### src/rtl/mc_ctrl_pkg.sv
// Shared types and encodings for the multi-cycle MIPS control FSM.
// Holds the state enum, opcodes, ALU/mux select encodings and the control bundle.
package mc_ctrl_pkg;

  typedef enum logic [3:0] {
    S_IDLE,
    S_FETCH,
    S_DECODE,
    S_MEM_ADDR,
    S_MEM_READ,
    S_MEM_WRITE,
    S_MEM_WB,
    S_EXEC_R,
    S_R_WB,
    S_ADDI_EX,
    S_ADDI_WB,
    S_BRANCH,
    S_JUMP,
    S_ILLEGAL
  } mc_state_e;

  localparam logic [5:0] OP_RTYPE = 6'h00;
  localparam logic [5:0] OP_LW    = 6'h23;
  localparam logic [5:0] OP_SW    = 6'h2B;
  localparam logic [5:0] OP_BEQ   = 6'h04;
  localparam logic [5:0] OP_J     = 6'h02;
  localparam logic [5:0] OP_ADDI  = 6'h08;

  localparam logic [1:0] ALU_OP_ADD   = 2'd0;
  localparam logic [1:0] ALU_OP_SUB   = 2'd1;
  localparam logic [1:0] ALU_OP_FUNCT = 2'd2;

  localparam logic [1:0] ALUB_REG  = 2'd0;
  localparam logic [1:0] ALUB_FOUR = 2'd1;
  localparam logic [1:0] ALUB_IMM  = 2'd2;

  localparam logic [1:0] PCSRC_ALU    = 2'd0;
  localparam logic [1:0] PCSRC_ALUOUT = 2'd1;
  localparam logic [1:0] PCSRC_JUMP   = 2'd2;

  typedef struct packed {
    logic       mem_req;
    logic       mem_read;
    logic       mem_write;
    logic       iord;
    logic       ir_write;
    logic       reg_dst;
    logic       mem_to_reg;
    logic       reg_write;
    logic       alu_src_a;
    logic [1:0] alu_src_b;
    logic [1:0] alu_op;
    logic [1:0] pc_source;
    logic       pc_write;
    logic       pc_write_cond;
    logic       illegal_op;
    logic       busy;
  } mc_ctrl_t;

  // Last state of every class except MEM_WRITE, which also needs mem_ready.
  function automatic logic is_wb_end(mc_state_e s);
    return (s == S_MEM_WB)  || (s == S_R_WB) ||
           (s == S_ADDI_WB) || (s == S_BRANCH) ||
           (s == S_JUMP);
  endfunction

endpackage

### src/rtl/mc_ctrl_decode.sv
// Combinational state -> control decode for the multi-cycle MIPS FSM.
// Ports: state_i, mem_ready_i, zero_i in; ctrl_o control bundle out.
module mc_ctrl_decode
  import mc_ctrl_pkg::*;
(
  input  mc_state_e state_i,
  input  logic      mem_ready_i,
  input  logic      zero_i,
  output mc_ctrl_t  ctrl_o
);

  always_comb begin
    ctrl_o = '0;
    unique case (1'b1)
      (state_i == S_FETCH): begin
        ctrl_o.mem_req   = 1'b1;
        ctrl_o.mem_read  = 1'b1;
        ctrl_o.alu_src_b = ALUB_FOUR;
        ctrl_o.alu_op    = ALU_OP_ADD;
        ctrl_o.pc_source = PCSRC_ALU;
        // IR and PC load only once the word arrives.
        ctrl_o.ir_write  = mem_ready_i;
        ctrl_o.pc_write  = mem_ready_i;
      end
      (state_i == S_DECODE): begin
        ctrl_o.alu_src_b = ALUB_IMM;
        ctrl_o.alu_op    = ALU_OP_ADD;
      end
      (state_i == S_MEM_ADDR),
      (state_i == S_ADDI_EX): begin
        ctrl_o.alu_src_a = 1'b1;
        ctrl_o.alu_src_b = ALUB_IMM;
        ctrl_o.alu_op    = ALU_OP_ADD;
      end
      (state_i == S_MEM_READ): begin
        ctrl_o.mem_req  = 1'b1;
        ctrl_o.iord     = 1'b1;
        ctrl_o.mem_read = 1'b1;
      end
      (state_i == S_MEM_WRITE): begin
        ctrl_o.mem_req   = 1'b1;
        ctrl_o.iord      = 1'b1;
        ctrl_o.mem_write = 1'b1;
      end
      (state_i == S_MEM_WB): begin
        ctrl_o.reg_write  = 1'b1;
        ctrl_o.mem_to_reg = 1'b1;
      end
      (state_i == S_EXEC_R): begin
        ctrl_o.alu_src_a = 1'b1;
        ctrl_o.alu_src_b = ALUB_REG;
        ctrl_o.alu_op    = ALU_OP_FUNCT;
      end
      (state_i == S_R_WB): begin
        ctrl_o.reg_write = 1'b1;
        ctrl_o.reg_dst   = 1'b1;
      end
      (state_i == S_ADDI_WB): begin
        ctrl_o.reg_write = 1'b1;
      end
      (state_i == S_BRANCH): begin
        ctrl_o.alu_src_a     = 1'b1;
        ctrl_o.alu_src_b     = ALUB_REG;
        ctrl_o.alu_op        = ALU_OP_SUB;
        ctrl_o.pc_source     = PCSRC_ALUOUT;
        ctrl_o.pc_write_cond = zero_i;
      end
      (state_i == S_JUMP): begin
        ctrl_o.pc_write  = 1'b1;
        ctrl_o.pc_source = PCSRC_JUMP;
      end
      (state_i == S_ILLEGAL): begin
        ctrl_o.illegal_op = 1'b1;
      end
      default: ;
    endcase
    ctrl_o.busy = (state_i != S_IDLE);
  end

endmodule

### src/rtl/multicycle_ctrl.sv
// Multi-cycle MIPS main control FSM: state register, next-state, optional perf counters.
// Ports: clk, rst_n, en, opcode, zero, mem_ready in; datapath selects/enables out. Macro: MC_CTRL_PERF_EN.
module multicycle_ctrl
  import mc_ctrl_pkg::*;
#(
  parameter int OPC_W = 6
`ifdef MC_CTRL_PERF_EN
  ,
  parameter int CNT_W = 32
`endif
) (
  input  logic             clk,
  input  logic             rst_n,
  input  logic             en,
  input  logic [OPC_W-1:0] opcode,
  input  logic             zero,
  input  logic             mem_ready,
  output logic             mem_req,
  output logic             mem_read,
  output logic             mem_write,
  output logic             iord,
  output logic             ir_write,
  output logic             reg_dst,
  output logic             mem_to_reg,
  output logic             reg_write,
  output logic             alu_src_a,
  output logic [1:0]       alu_src_b,
  output logic [1:0]       alu_op,
  output logic [1:0]       pc_source,
  output logic             pc_write,
  output logic             pc_write_cond,
  output logic             illegal_op,
`ifdef MC_CTRL_PERF_EN
  output logic [CNT_W-1:0] instr_count,
  output logic [CNT_W-1:0] stall_count,
`endif
  output logic             busy
);

  mc_state_e state_q, state_d;
  mc_state_e end_st;
  mc_ctrl_t  ctrl;

  // Instruction boundary: en decides whether we keep running.
  assign end_st = en ? S_FETCH : S_IDLE;

  always_comb begin
    state_d = state_q;
    unique case (state_q)
      S_IDLE:      if (en) state_d = S_FETCH;
      S_FETCH:     if (mem_ready) state_d = S_DECODE;
      S_DECODE: begin
        unique case (1'b1)
          (opcode == OP_RTYPE): state_d = S_EXEC_R;
          (opcode == OP_LW),
          (opcode == OP_SW):    state_d = S_MEM_ADDR;
          (opcode == OP_BEQ):   state_d = S_BRANCH;
          (opcode == OP_J):     state_d = S_JUMP;
          (opcode == OP_ADDI):  state_d = S_ADDI_EX;
          default:              state_d = S_ILLEGAL;
        endcase
      end
      S_MEM_ADDR:
        state_d = (opcode == OP_LW) ? S_MEM_READ : S_MEM_WRITE;
      S_MEM_READ:  if (mem_ready) state_d = S_MEM_WB;
      S_MEM_WRITE: if (mem_ready) state_d = end_st;
      S_EXEC_R:    state_d = S_R_WB;
      S_ADDI_EX:   state_d = S_ADDI_WB;
      S_MEM_WB,
      S_R_WB,
      S_ADDI_WB,
      S_BRANCH,
      S_JUMP,
      S_ILLEGAL:   state_d = end_st;
      default:     state_d = S_IDLE;
    endcase
  end

  always_ff @(posedge clk or negedge rst_n) begin
    if (!rst_n) state_q <= S_IDLE;
    else        state_q <= state_d;
  end

  mc_ctrl_decode u_decode (
    .state_i     (state_q),
    .mem_ready_i (mem_ready),
    .zero_i      (zero),
    .ctrl_o      (ctrl)
  );

  assign mem_req       = ctrl.mem_req;
  assign mem_read      = ctrl.mem_read;
  assign mem_write     = ctrl.mem_write;
  assign iord          = ctrl.iord;
  assign ir_write      = ctrl.ir_write;
  assign reg_dst       = ctrl.reg_dst;
  assign mem_to_reg    = ctrl.mem_to_reg;
  assign reg_write     = ctrl.reg_write;
  assign alu_src_a     = ctrl.alu_src_a;
  assign alu_src_b     = ctrl.alu_src_b;
  assign alu_op        = ctrl.alu_op;
  assign pc_source     = ctrl.pc_source;
  assign pc_write      = ctrl.pc_write;
  assign pc_write_cond = ctrl.pc_write_cond;
  assign illegal_op    = ctrl.illegal_op;
  assign busy          = ctrl.busy;

`ifdef MC_CTRL_PERF_EN
  logic [CNT_W-1:0] instr_cnt_q, instr_cnt_d;
  logic [CNT_W-1:0] stall_cnt_q, stall_cnt_d;
  logic             instr_end;

  // ILLEGAL ends an instruction but is not counted.
  assign instr_end = is_wb_end(state_q) ||
                     ((state_q == S_MEM_WRITE) && mem_ready);

  always_comb begin
    instr_cnt_d = instr_cnt_q;
    stall_cnt_d = stall_cnt_q;
    if (instr_end)
      instr_cnt_d = instr_cnt_q + 1'b1;
    if (ctrl.mem_req && !mem_ready)
      stall_cnt_d = stall_cnt_q + 1'b1;
  end

  always_ff @(posedge clk or negedge rst_n) begin
    if (!rst_n) begin
      instr_cnt_q <= '0;
      stall_cnt_q <= '0;
    end else begin
      instr_cnt_q <= instr_cnt_d;
      stall_cnt_q <= stall_cnt_d;
    end
  end

  assign instr_count = instr_cnt_q;
  assign stall_count = stall_cnt_q;
`endif

endmodule
### config.mk
export PLATFORM = sky130hd
export DESIGN_NAME = multicycle_ctrl
export DESIGN_NICKNAME = d
export VERILOG_FILES = /design/src/rtl/mc_ctrl_pkg.sv /design/src/rtl/mc_ctrl_decode.sv /design/src/rtl/multicycle_ctrl.sv
export SDC_FILE = /design/constraint.sdc
export NUM_CORES = 1
export LEC_CHECK = 0
export CORE_MARGIN = 5
export CORE_UTILIZATION = 35
export CTS_CLUSTER_DIAMETER = 30
export DETAILED_ROUTE_END_ITERATION = 10
export PLACE_DENSITY = 0.84
export SYNTH_ARGS = -nofsm -noshare
export SYNTH_HDL_FRONTEND = slang
export SYNTH_HIERARCHICAL = 1
export SYNTH_SLANG_ARGS = --single-unit
### constraint.sdc
create_clock -name clk -period 1.4 [get_ports clk]
set_input_delay 0.28 -clock clk [delete_from_list [all_inputs] [get_ports clk]]
set_output_delay 0.28 -clock clk [all_outputs]
set_load 0.03 [all_outputs]
==> impl_metrics.env <==
export IMPL_cts_buffers=3
export IMPL_routed_wl_um=2680
export IMPL_cap_viol_max_count=0
export IMPL_dpl_hpwl_um=1270
export IMPL_grt_pass1_wl_um=3610
export IMPL_worstSetupPathType="flip-flop to primary output"
export IMPL_nNetsFinal=146
export IMPL_final_core_util=0.784
export IMPL_synth_top_area_frac=0.166
export IMPL_yosysUniqueCellTypes=32
export IMPL_grt_max_degree=29
export IMPL_fin_ws_ns=-0.290
export IMPL_clk_latency_ns=0.23
export IMPL_path_max_fanout=12
export IMPL_grt_antenna_before_repair=0
export IMPL_firstDrtPassIters=4
export IMPL_synth_area_um2=604
export IMPL_hold_viol=0
export IMPL_yosys_top_cells_area="dfrtp_1 17%, nand2b_1 6.2%, nor2_1 6.2%, a21oi_1 5.8%, buf_6 5.6%"
export IMPL_min_delay_path_class="primary input to async pin"
export IMPL_grt_total_usage=0.176
export IMPL_area_delta_synth_final_pct=119
export IMPL_cts_sinks=4
export IMPL_fp_dieH_um=51.6
export IMPL_ys_seq_area_frac=0.166
export IMPL_avgSynthCellArea_um2=7.11
export IMPL_synth_most_common_cell="nor2_1"
export IMPL_cp_startpoint="state_q[0]"
export IMPL_fmax_mhz=592
export IMPL_grt_pass1_vias=788
export IMPL_drc=0
export IMPL_core_region_area_mm2=0.00169
export IMPL_timing_rr_start="state_q[2]"
export IMPL_wire_per_inst_um=17.8
export IMPL_required_ns=1.12
export IMPL_async_flop_share=1.00
export IMPL_num_vias=874
export IMPL_initial_core_util=0.358
export IMPL_power_density_mw_per_mm2=2500
export IMPL_reg_top3="state_q x4"
export IMPL_die_w_um=51.6
export IMPL_via_per_inst=5.83
export IMPL_power_w=0.00330
export IMPL_cp_start_kind="flip-flop"
export IMPL_rsz0062_at_grt="yes"
export IMPL_max_clock_path_buffers=2
export IMPL_pin_count=30
export IMPL_synthFlopType="dfrtp_1"
export IMPL_drtIter0Drc=20
export IMPL_setup_viol=21
export IMPL_ys_warn_count=6
export IMPL_yosysTopAreaCell="dfrtp_1"
export IMPL_htree_levels=1
export IMPL_row_count=15
export IMPL_gp_congestion=0.775
export IMPL_dieArea_mm2=0.00266
export IMPL_synth_edf_count=0
export IMPL_syn_inst=85
export IMPL_diodes=0
export IMPL_fin_worst_skew_ns=0.000542
export IMPL_failed_checks="negative setup slack"
export IMPL_ant_nets=0
export IMPL_drv_slew=0
export IMPL_ys_seq_elements=4
export IMPL_outcome="finished with violations"
export IMPL_worst_pin_slew_ns=0.238
export IMPL_clk_pin_slew_ns=0.04
export IMPL_syn_nets=96
export IMPL_slew_headroom=0.840
export IMPL_worst_ep_arrival_time_ns=1.41
export IMPL_grt_ovfl_total=0
export IMPL_critPathCaptureType="primary output"
export IMPL_period_minus_slack_ns=1.69
export IMPL_drive_gt1_frac=0.534
export IMPL_portBuffers=29
export IMPL_root_buffer="clkbuf_4"
export IMPL_ir_worst_vdd_uv=1050
export IMPL_ys_top_cells_by_count="10 x nor2_1, 7 x a21oi_1, 6 x nand2b_1, 6 x nor3_1, 5 x o21ai_0"
export IMPL_regMostFlops="state_q"
export IMPL_fin_crit_sh=1.21
export IMPL_cts_hold_buf=0
export IMPL_p_leak_nw=0.565
export IMPL_largest_reg_flops=4
export IMPL_cts_tree="yes"
## placed cells by master (no fill, tap or decap), drive strengths merged
cell type / Yosys / layout
nor2: 10 / 10
o21ai: 5 / 5
a21o: 1 / 1
or4: 2 / 2
a211oi: 1 / 1
xor2: 1 / 1
a21oi: 7 / 7
nand3b: 4 / 4
and3b: 1 / 1
inv: 2 / 2
dlygate4sd2: 0 / 3
dfrtp: 4 / 4
nand2b: 6 / 6
a21boi: 2 / 2
a32o: 2 / 2
and2: 1 / 1
bufbuf: 0 / 2
nor3: 6 / 6
nand2: 3 / 3
nor3b: 3 / 3
clkbuf: 1 / 4
buf: 7 / 40
nand3: 4 / 4
nor2b: 2 / 2
o21a: 1 / 1
a31oi: 2 / 2
nand4bb: 1 / 1
clkdlybuf4s50: 0 / 7
or3b: 1 / 1
xnor2: 1 / 1
and4b: 2 / 2
nor4b: 1 / 1
a2111o: 1 / 1
## final timing paths
path | to | slack, ns | cells after the start
setup / recovery | mem_req | -0.29 | 4
hold reg to reg | state_q[2] | 0.86 | 4
min in group clk | state_q[3] | 0.63 | 4
max in group asynchronous | state_q[1] | 0.97 | 1
setup reg to reg | state_q[0] | -0.22 | 4
hold / removal | state_q[2] | 0.25 | 1
## kinds of logic (layout without fill, tap and decap cells)
group	after synthesis	in the layout	share of synthesized area
flops	4	4	0.166
xor+xnor	2	2	0.0290
simple gates	47	47	0.464
compound gates	22	22	0.234
buf+inv	10	58	0.108
## through the flow
stage / hold slack [ns] / instance area (um2) / setup slack [ns] / instances / TNS, ns
4_1_cts: 0.244 / 1210 / -0.204 / 149 / -3.25
3_3_place_gp: 0.489 / 931 / -0.363 / 134 / -1.51
3_5_place_dp: 0.490 / 931 / -0.389 / 134 / -1.62
2_1_floorplan: -0.0156 / 639 / -0.204 / 85 / -0.920
6_report: 0.248 / 1320 / -0.290 / 150 / -4.22
5_1_grt: 0.272 / 1320 / -0.354 / 150 / -5.19
## repair_timing
| action | 4_1_cts | 5_1_grt |
|---|---|---|
| pin swaps | 6 | 5 |
| gates resized for setup | 39 | 18 |
| gates cloned | 3 | 1 |
| endpoints found under the hold margin | 0 | 0 |
| setup buffers | 9 | 0 |
| endpoints found under the setup margin | 22 | 21 |
## critical path, stage by stage, from the launching register on
cell,delay [ns]
dfrtp_1,0.41
bufbuf_16,0.30
nor2_1,0.05
nor3_1,0.20
buf_4,0.21
## metal layers
metal	track usage	part of all wire	up-vias
met1	0.211	0.39	416
met2	0.331	0.52	43
li1	-	-	411
met3	0.0201	0.074	4
met5	0	0	-
met4	0.0393	0.015	0
## report_power, final
group	internal, W	switching [W]	leakage [nW]
Sequential	0.000176	0.0000774	0.0483
Clock	0.0000959	0.0000469	0.0138
Combinational	0.00147	0.00144	0.502
Total	0.00174	0.00156	0.565
## area by class of cell
cell class | instances | area [um2]
clock buffer | 3 | 22.5
fill | 97 | 365
inverter | 2 | 7.51
multi-input combinational | 71 | 563
sequential | 4 | 103
tap | 17 | 21.3
timing repair buffer | 53 | 607
No activity file was read; power rests on OpenSTA's default activity.
